<file path="src/rtl/mips_pkg.sv">
// mips_pkg: shared constants for the multicycle MIPS control slice.
// Holds opcode/function encodings, ALU operation codes, PC source codes,
// the instruction class enum produced by mc_decode and the FSM state enum.
package mips_pkg;

   // Opcodes (instruction bits 31:26)
   localparam logic [5:0] OP_RTYPE = 6'b000000;
   localparam logic [5:0] OP_ADDI  = 6'b001000;
   localparam logic [5:0] OP_ANDI  = 6'b001100;
   localparam logic [5:0] OP_ORI   = 6'b001101;
   localparam logic [5:0] OP_XORI  = 6'b001110;
   localparam logic [5:0] OP_LW    = 6'b100011;
   localparam logic [5:0] OP_SW    = 6'b101011;
   localparam logic [5:0] OP_BEQ   = 6'b000100;
   localparam logic [5:0] OP_J     = 6'b000010;

   // R-type function field (instruction bits 5:0)
   localparam logic [5:0] FN_ADD  = 6'b100000;
   localparam logic [5:0] FN_SUB  = 6'b100010;
   localparam logic [5:0] FN_AND  = 6'b100100;
   localparam logic [5:0] FN_OR   = 6'b100101;
   localparam logic [5:0] FN_XOR  = 6'b100110;
   localparam logic [5:0] FN_NOR  = 6'b100111;
   localparam logic [5:0] FN_SLTU = 6'b101011;
   localparam logic [5:0] FN_SLLV = 6'b000100;

   // ALU operation codes (zero-extended to ALU_OP_W at the top level)
   localparam logic [2:0] ALU_AND  = 3'b000;
   localparam logic [2:0] ALU_OR   = 3'b001;
   localparam logic [2:0] ALU_XOR  = 3'b010;
   localparam logic [2:0] ALU_NOR  = 3'b011;
   localparam logic [2:0] ALU_ADD  = 3'b100;
   localparam logic [2:0] ALU_SUB  = 3'b101;
   localparam logic [2:0] ALU_SLTU = 3'b110;
   localparam logic [2:0] ALU_SLLV = 3'b111;

   // PC source select
   localparam logic [1:0] PC_PLUS4  = 2'd0;
   localparam logic [1:0] PC_BRANCH = 2'd1;
   localparam logic [1:0] PC_JUMP   = 2'd2;

   typedef enum logic [2:0] {
      CLS_R,
      CLS_ALUI,
      CLS_LW,
      CLS_SW,
      CLS_BEQ,
      CLS_J
   } cls_t;

   typedef enum logic [3:0] {
      S_IDLE,
      S_FETCH,
      S_DECODE,
      S_EXEC_R,
      S_EXEC_I,
      S_ADDR,
      S_MEM_RD,
      S_MEM_WR,
      S_WB,
      S_BRANCH,
      S_JUMP,
      S_TRAP
   } state_t;

endpackage

</file>
<file path="src/rtl/mc_decode.sv">
// mc_decode: combinational instruction classifier.
//   op      in  6 : opcode
//   func    in  6 : R-type function field
//   cls     out   : instruction class (R, ALU-immediate, lw, sw, beq, j)
//   alu     out 3 : ALU operation code for the instruction
//   illegal out 1 : opcode/func combination not supported
// With ITYPE_EN = 0 only R-type (op = 0) instructions are legal.
module mc_decode
   import mips_pkg::*;
#(
   parameter bit ITYPE_EN = 1'b1
) (
   input  logic [5:0] op,
   input  logic [5:0] func,
   output cls_t       cls,
   output logic [2:0] alu,
   output logic       illegal
);

   always_comb begin
      cls     = CLS_R;
      alu     = ALU_ADD;
      illegal = 1'b0;
      if (op == OP_RTYPE) begin
         unique case (func)
            FN_ADD:  alu = ALU_ADD;
            FN_SUB:  alu = ALU_SUB;
            FN_AND:  alu = ALU_AND;
            FN_OR:   alu = ALU_OR;
            FN_XOR:  alu = ALU_XOR;
            FN_NOR:  alu = ALU_NOR;
            FN_SLTU: alu = ALU_SLTU;
            FN_SLLV: alu = ALU_SLLV;
            default: illegal = 1'b1;
         endcase
      end else if (!ITYPE_EN) begin
         illegal = 1'b1;
      end else begin
         unique case (op)
            OP_ADDI: begin cls = CLS_ALUI; alu = ALU_ADD; end
            OP_ANDI: begin cls = CLS_ALUI; alu = ALU_AND; end
            OP_ORI:  begin cls = CLS_ALUI; alu = ALU_OR;  end
            OP_XORI: begin cls = CLS_ALUI; alu = ALU_XOR; end
            OP_LW:   begin cls = CLS_LW;   alu = ALU_ADD; end
            OP_SW:   begin cls = CLS_SW;   alu = ALU_ADD; end
            OP_BEQ:  begin cls = CLS_BEQ;  alu = ALU_SUB; end
            OP_J:    begin cls = CLS_J;    alu = ALU_AND; end
            default: illegal = 1'b1;
         endcase
      end
   end

endmodule

</file>
<file path="src/rtl/mc_ctrl.sv">
// mc_ctrl: multicycle MIPS control unit.
// Sequences each instruction through FETCH, DECODE, EXEC/ADDR, MEM and WB,
// with a bounded memory wait (timeout -> bus-error trap) and an
// illegal-instruction trap held until trap_ack.
//   clk, rst_n                  : clock, synchronous active-low reset
//   OP, func                    : instruction fields from the IR
//   zero                        : ALU zero flag (beq)
//   mem_ready                   : memory completes the current access
//   trap_ack                    : leaves TRAP (ignored elsewhere)
//   PC_WE, IR_WE, REG_WE        : datapath register enables
//   MEM_RE, MEM_WE              : memory read/write strobes
//   ALU_OP                      : ALU operation (zero-extended code)
//   ALU_SRC_B, REG_DST, MEM_TO_REG : mux selects
//   PC_SRC                      : 0 PC+4, 1 branch target, 2 jump target
//   retire                      : one pulse per completed instruction
//   trap, bus_err               : trap active / cause is memory timeout
module mc_ctrl
   import mips_pkg::*;
#(
   parameter int unsigned ALU_OP_W    = 3,
   parameter int unsigned MEM_TIMEOUT = 15,
   parameter bit          ITYPE_EN    = 1'b1
) (
   input  logic                clk,
   input  logic                rst_n,
   input  logic [5:0]          OP,
   input  logic [5:0]          func,
   input  logic                zero,
   input  logic                mem_ready,
   input  logic                trap_ack,
   output logic                PC_WE,
   output logic                IR_WE,
   output logic                REG_WE,
   output logic                MEM_RE,
   output logic                MEM_WE,
   output logic [ALU_OP_W-1:0] ALU_OP,
   output logic                ALU_SRC_B,
   output logic                REG_DST,
   output logic                MEM_TO_REG,
   output logic [1:0]          PC_SRC,
   output logic                retire,
   output logic                trap,
   output logic                bus_err
);

   localparam logic [7:0] WAIT_LAST = 8'(MEM_TIMEOUT - 1);

   state_t     state;
   logic [5:0] op_q;
   logic [5:0] func_q;
   logic [7:0] wait_cnt;
   logic       bus_err_q;

   logic [5:0] dec_op;
   logic [5:0] dec_func;
   cls_t       dec_cls;
   logic [2:0] dec_alu;
   logic       dec_illegal;
   logic       timeout_hit;
   logic [2:0] alu_sel;

   // One decoder serves both the DECODE branch (live IR fields) and the
   // later states (latched fields), so IR changes after DECODE are ignored.
   assign dec_op   = (state == S_DECODE) ? OP   : op_q;
   assign dec_func = (state == S_DECODE) ? func : func_q;

   mc_decode #(
      .ITYPE_EN (ITYPE_EN)
   ) u_decode (
      .op      (dec_op),
      .func    (dec_func),
      .cls     (dec_cls),
      .alu     (dec_alu),
      .illegal (dec_illegal)
   );

   // Last permitted wait cycle with memory still not ready.
   assign timeout_hit = !mem_ready && (wait_cnt == WAIT_LAST);

   always_ff @(posedge clk) begin
      if (!rst_n) begin
         state     <= S_IDLE;
         op_q      <= '0;
         func_q    <= '0;
         wait_cnt  <= '0;
         bus_err_q <= 1'b0;
      end else begin
         // Counter runs only while stalled in a memory state; any exit
         // clears it, which is equivalent to clearing on entry.
         wait_cnt <= '0;
         unique case (state)
            S_IDLE: state <= S_FETCH;
            S_FETCH, S_MEM_RD, S_MEM_WR: begin
               if (mem_ready) begin
                  unique case (state)
                     S_FETCH:  state <= S_DECODE;
                     S_MEM_RD: state <= S_WB;
                     default:  state <= S_FETCH;
                  endcase
               end else if (timeout_hit) begin
                  state     <= S_TRAP;
                  bus_err_q <= 1'b1;
               end else begin
                  wait_cnt <= wait_cnt + 8'd1;
               end
            end
            S_DECODE: begin
               op_q   <= OP;
               func_q <= func;
               if (dec_illegal) begin
                  state <= S_TRAP;
               end else begin
                  unique case (dec_cls)
                     CLS_R:         state <= S_EXEC_R;
                     CLS_ALUI:      state <= S_EXEC_I;
                     CLS_LW, CLS_SW: state <= S_ADDR;
                     CLS_BEQ:       state <= S_BRANCH;
                     CLS_J:         state <= S_JUMP;
                     default:       state <= S_TRAP;
                  endcase
               end
            end
            S_EXEC_R, S_EXEC_I: state <= S_WB;
            S_ADDR: state <= (dec_cls == CLS_LW) ? S_MEM_RD : S_MEM_WR;
            S_WB, S_BRANCH, S_JUMP: state <= S_FETCH;
            S_TRAP: begin
               if (trap_ack) begin
                  state     <= S_IDLE;
                  bus_err_q <= 1'b0;
               end
            end
            default: state <= S_IDLE;
         endcase
      end
   end

   always_comb begin
      PC_WE      = 1'b0;
      IR_WE      = 1'b0;
      REG_WE     = 1'b0;
      MEM_RE     = 1'b0;
      MEM_WE     = 1'b0;
      alu_sel    = ALU_AND;
      ALU_SRC_B  = 1'b0;
      REG_DST    = 1'b0;
      MEM_TO_REG = 1'b0;
      PC_SRC     = PC_PLUS4;
      retire     = 1'b0;
      trap       = 1'b0;
      bus_err    = 1'b0;
      unique case (state)
         S_FETCH: begin
            MEM_RE = 1'b1;
            IR_WE  = mem_ready;
            PC_WE  = mem_ready;
         end
         S_EXEC_R: alu_sel = dec_alu;
         S_EXEC_I: begin
            alu_sel   = dec_alu;
            ALU_SRC_B = 1'b1;
         end
         S_ADDR: begin
            alu_sel   = ALU_ADD;
            ALU_SRC_B = 1'b1;
         end
         S_MEM_RD: MEM_RE = 1'b1;
         S_MEM_WR: begin
            MEM_WE = 1'b1;
            retire = mem_ready;
         end
         S_WB: begin
            REG_WE     = 1'b1;
            REG_DST    = (dec_cls == CLS_R);
            MEM_TO_REG = (dec_cls == CLS_LW);
            retire     = 1'b1;
         end
         S_BRANCH: begin
            alu_sel = ALU_SUB;
            if (zero) begin
               PC_SRC = PC_BRANCH;
               PC_WE  = 1'b1;
            end
            retire = 1'b1;
         end
         S_JUMP: begin
            PC_SRC = PC_JUMP;
            PC_WE  = 1'b1;
            retire = 1'b1;
         end
         S_TRAP: begin
            trap    = 1'b1;
            bus_err = bus_err_q;
         end
         default: ;
      endcase
      ALU_OP = ALU_OP_W'(alu_sel);
   end

endmodule

</file>
<file path="config.mk">
export PLATFORM = sky130hd
export DESIGN_NAME = mc_ctrl
export DESIGN_NICKNAME = d
export VERILOG_FILES = /design/src/rtl/mips_pkg.sv /design/src/rtl/mc_decode.sv /design/src/rtl/mc_ctrl.sv
export SDC_FILE = /design/constraint.sdc
export NUM_CORES = 1
export LEC_CHECK = 0
export BUFFER_PORTS_ARGS = -buffer_cell sky130_fd_sc_hd__buf_2
export CAP_MARGIN = 20
export CORE_ASPECT_RATIO = 1.25
export CORE_UTILIZATION = 45
export DETAILED_ROUTE_END_ITERATION = 16
export GPL_TIMING_DRIVEN = 1
export PLACE_DENSITY = 0.72
export SLEW_MARGIN = 10
export SYNTH_ARGS = -nofsm -noshare
export SYNTH_HDL_FRONTEND = slang
export SYNTH_SLANG_ARGS = --single-unit
</file>
<file path="constraint.sdc">
create_clock -name clk -period 2.1 [get_ports clk]
set_input_delay 0.21 -clock clk [delete_from_list [all_inputs] [get_ports clk]]
set_output_delay 0.21 -clock clk [all_outputs]
set_load 0.01 [all_outputs]
</file>
==> metrics.yaml <==
synthArstFlopShare: 0
drv_cap: 0
core-area_mm2: 0.00410
violations: "setup timing"
p_leak_nw: 1.07
outcome: "complete, but fails checks"
worst_slew_pin_slew_ns: 0.479
htreeDepth: 1
critPathMaxStageDelay_ns: 0.56
ys_warn_count: 0
synthesis.nets: 291
place_ws_ns: -0.121
areaGrowthSynthToFinish_pct: 38.5
syn_area_mm2: 0.00194
place_congestion: 0.972
cp_slowest_cell: "or4b_4"
routedWlPerCell_um: 13.8
firstDrtPassIters: 4
die-width_um: 60.7
drt-initial-drc-count: 171
totalWireLength_um: 5440
hold_path_class: "in2reg"
postLayoutCoreUtil: 0.654
dpl.hpwl_um: 3810
grt-ovfl-total: 0
min_period_over_period: 1.18
vias: 2259
antenna_left: 0
ys_ff_latch: 25
fin_ws_ns: -0.380
start_util: 0.472
clockBufferDepth: 2
fillers: 356
postSynthAreaPerCell_um2: 7.12
grt_pass1_wl_um: 8290
clock_latency_ns: 0.27
crit_type: "reg2out"
rsz0062_at_grt: "true"
cts_made_buffers: 3
final_common_cell: "buf_4"
dieArea_mm2: 0.00457
ir_drop_v: 0.000481
grt_usage: 0.238
maxSlewViolCount: 0
yosysSeqAreaShare: 0.259
finalSetupTns_ns: -2.31
synth_edf_count: 0
cts_sinks: 25
final.min_clock_period_ns: 2.48
drive_gt1_frac: 0.342
layout_common_cells: "42 x buf_4, 38 x nand2_1, 31 x buf_2"
setup_viol: 9
crit_chain: "or4b_4 > buf_6 > nand2_1 > nand2_1 > or3b_4 > a31oi_2 > o21bai_1 > buf_2"
boundaryPins: 33
power.density_mw_per_mm2: 1080
cp.required_ns: 1.89
critPathLaunchType: "register"
grt_pass1_vias: 1945
path_common_cell: "nand2_1"
yosysUniqueCellTypes: 52
clk_pin_slew_ns: 0.08
row_count: 26
syn_inst: 272
grt_max_degree: 22
antenna_found_initial: 0
hold_viol_final: 0
vias_per_cell: 5.72
timing.fmax_mhz: 403
cts_root_buf: "clkbuf_8"
io_buffers: 32
die_y_um: 75.3
finalClockSkew_ns: 0.00400
cts_hold_buf: 0
cp-end-kind: "primary output"
slew_headroom: 0.680
diodes: 0
synthFlopType: "dfxtp_1"
crit_fanout: 7
nets: 359
cp.arrival_ns: 2.27
drc_errors: 0
cts_tree: "built"
where the power goes:
part | switching (mW) | internal (mW) | total [mW]
registers | 0.0911 | 0.551 | 0.642
clock network | 0.151 | 0.134 | 0.285
logic | 0.981 | 0.994 | 1.98
total | 1.22 | 1.68 | 2.90
state kept, by name, indices dropped and copies added, names as in the netlist:
signal / flops
wait_cnt: 8
func_q: 6
op_q: 6
state: 4
bus_err_q: 1
synthesized netlist by cell type (3+ instances only):
cell | instances | area [µm²]
nand2_1 | 38 | 143
nor3b_1 | 3 | 22.5
nor4_1 | 4 | 25.0
mux2i_1 | 4 | 40.0
inv_1 | 7 | 26.3
and3_1 | 3 | 18.8
nand3_1 | 9 | 45.0
nand2b_1 | 5 | 31.3
a211oi_1 | 4 | 30.0
xnor2_1 | 3 | 26.3
a31oi_1 | 6 | 37.5
o22ai_1 | 3 | 18.8
nor3_1 | 8 | 40.0
a21oi_1 | 17 | 85.1
nor2_1 | 25 | 93.8
o21ai_0 | 15 | 75.1
xor2_1 | 4 | 35.0
nand4b_1 | 3 | 26.3
a211o_1 | 3 | 26.3
o211ai_1 | 3 | 22.5
nand3b_1 | 3 | 22.5
nand4_1 | 3 | 18.8
dfxtp_1 | 25 | 500
a21boi_0 | 10 | 75.1
and2_1 | 5 | 31.3
nor2b_1 | 10 | 62.6
clkbuf_1 | 15 | 56.3
through the flow:
step                cells  power (mW)  instance area, µm²  hold slack [ns]
floorplan             272        1.64                1970            0.355
global placement      376        2.21                2380            0.461
detailed placement    376        2.23                2380            0.474
CTS                   392        2.75                2620            0.208
global route          395        3.10                2680            0.222
finish                395        2.90                2680            0.211
worst paths after layout:
path | startpoint | end | slack, ns | cells past startpoint
setup reg to reg | state[0] | state[2] | -0.24 | 15
setup / recovery | state[0] | ALU_OP[0] | -0.38 | 8
hold reg to reg | wait_cnt[0] | wait_cnt[0] | 0.49 | 1
hold / removal | func[3] | func_q[3] | 0.21 | 3
critical path, delay by kind of cell (launching register included):
family / cells / cell delay (ns)
compound gates: 2 / 0.25
buf+inv: 2 / 0.30
flops: 1 / 0.35
simple gates: 4 / 1.10
cells by family after synthesis:
group | after synthesis | synth area share
flip-flops | 25 | 0.259
AND/OR/NAND/NOR | 133 | 0.363
adder cells (fa/ha/maj) | 2 | 0.0129
XOR/XNOR | 7 | 0.0317
multiplexers | 5 | 0.0265
buffers and inverters | 25 | 0.0537
AO/OA/AOI/OAI | 75 | 0.254
repair_timing:
action / CTS / global route
pin swaps: 9 / 3
endpoints found under the setup margin: 16 / 17
resized for setup: 22 / 11
setup buffers: 14 / 3
area by class of cell:
class | instances | area, µm² | share of cell area
clock inverters | 1 | 7.51 | 0.00280
clock buffers | 3 | 41.3 | 0.0154
inverters | 7 | 26.3 | 0.00980
flip-flops and latches | 25 | 503 | 0.188
repair buffers | 81 | 561 | 0.209
multi-input cells | 222 | 1470 | 0.549
well taps | 56 | 70.1 | 0.0261
metal layers:
layer	routed length [µm]	track usage	vias to the layer above
li1	-	-	1116
met1	2320	0.277	1050
met2	2690	0.421	74
met3	257	0.0272	19
met4	177	0.131	0
met5	0	0	-
No activity file was read; power rests on OpenSTA's default activity.
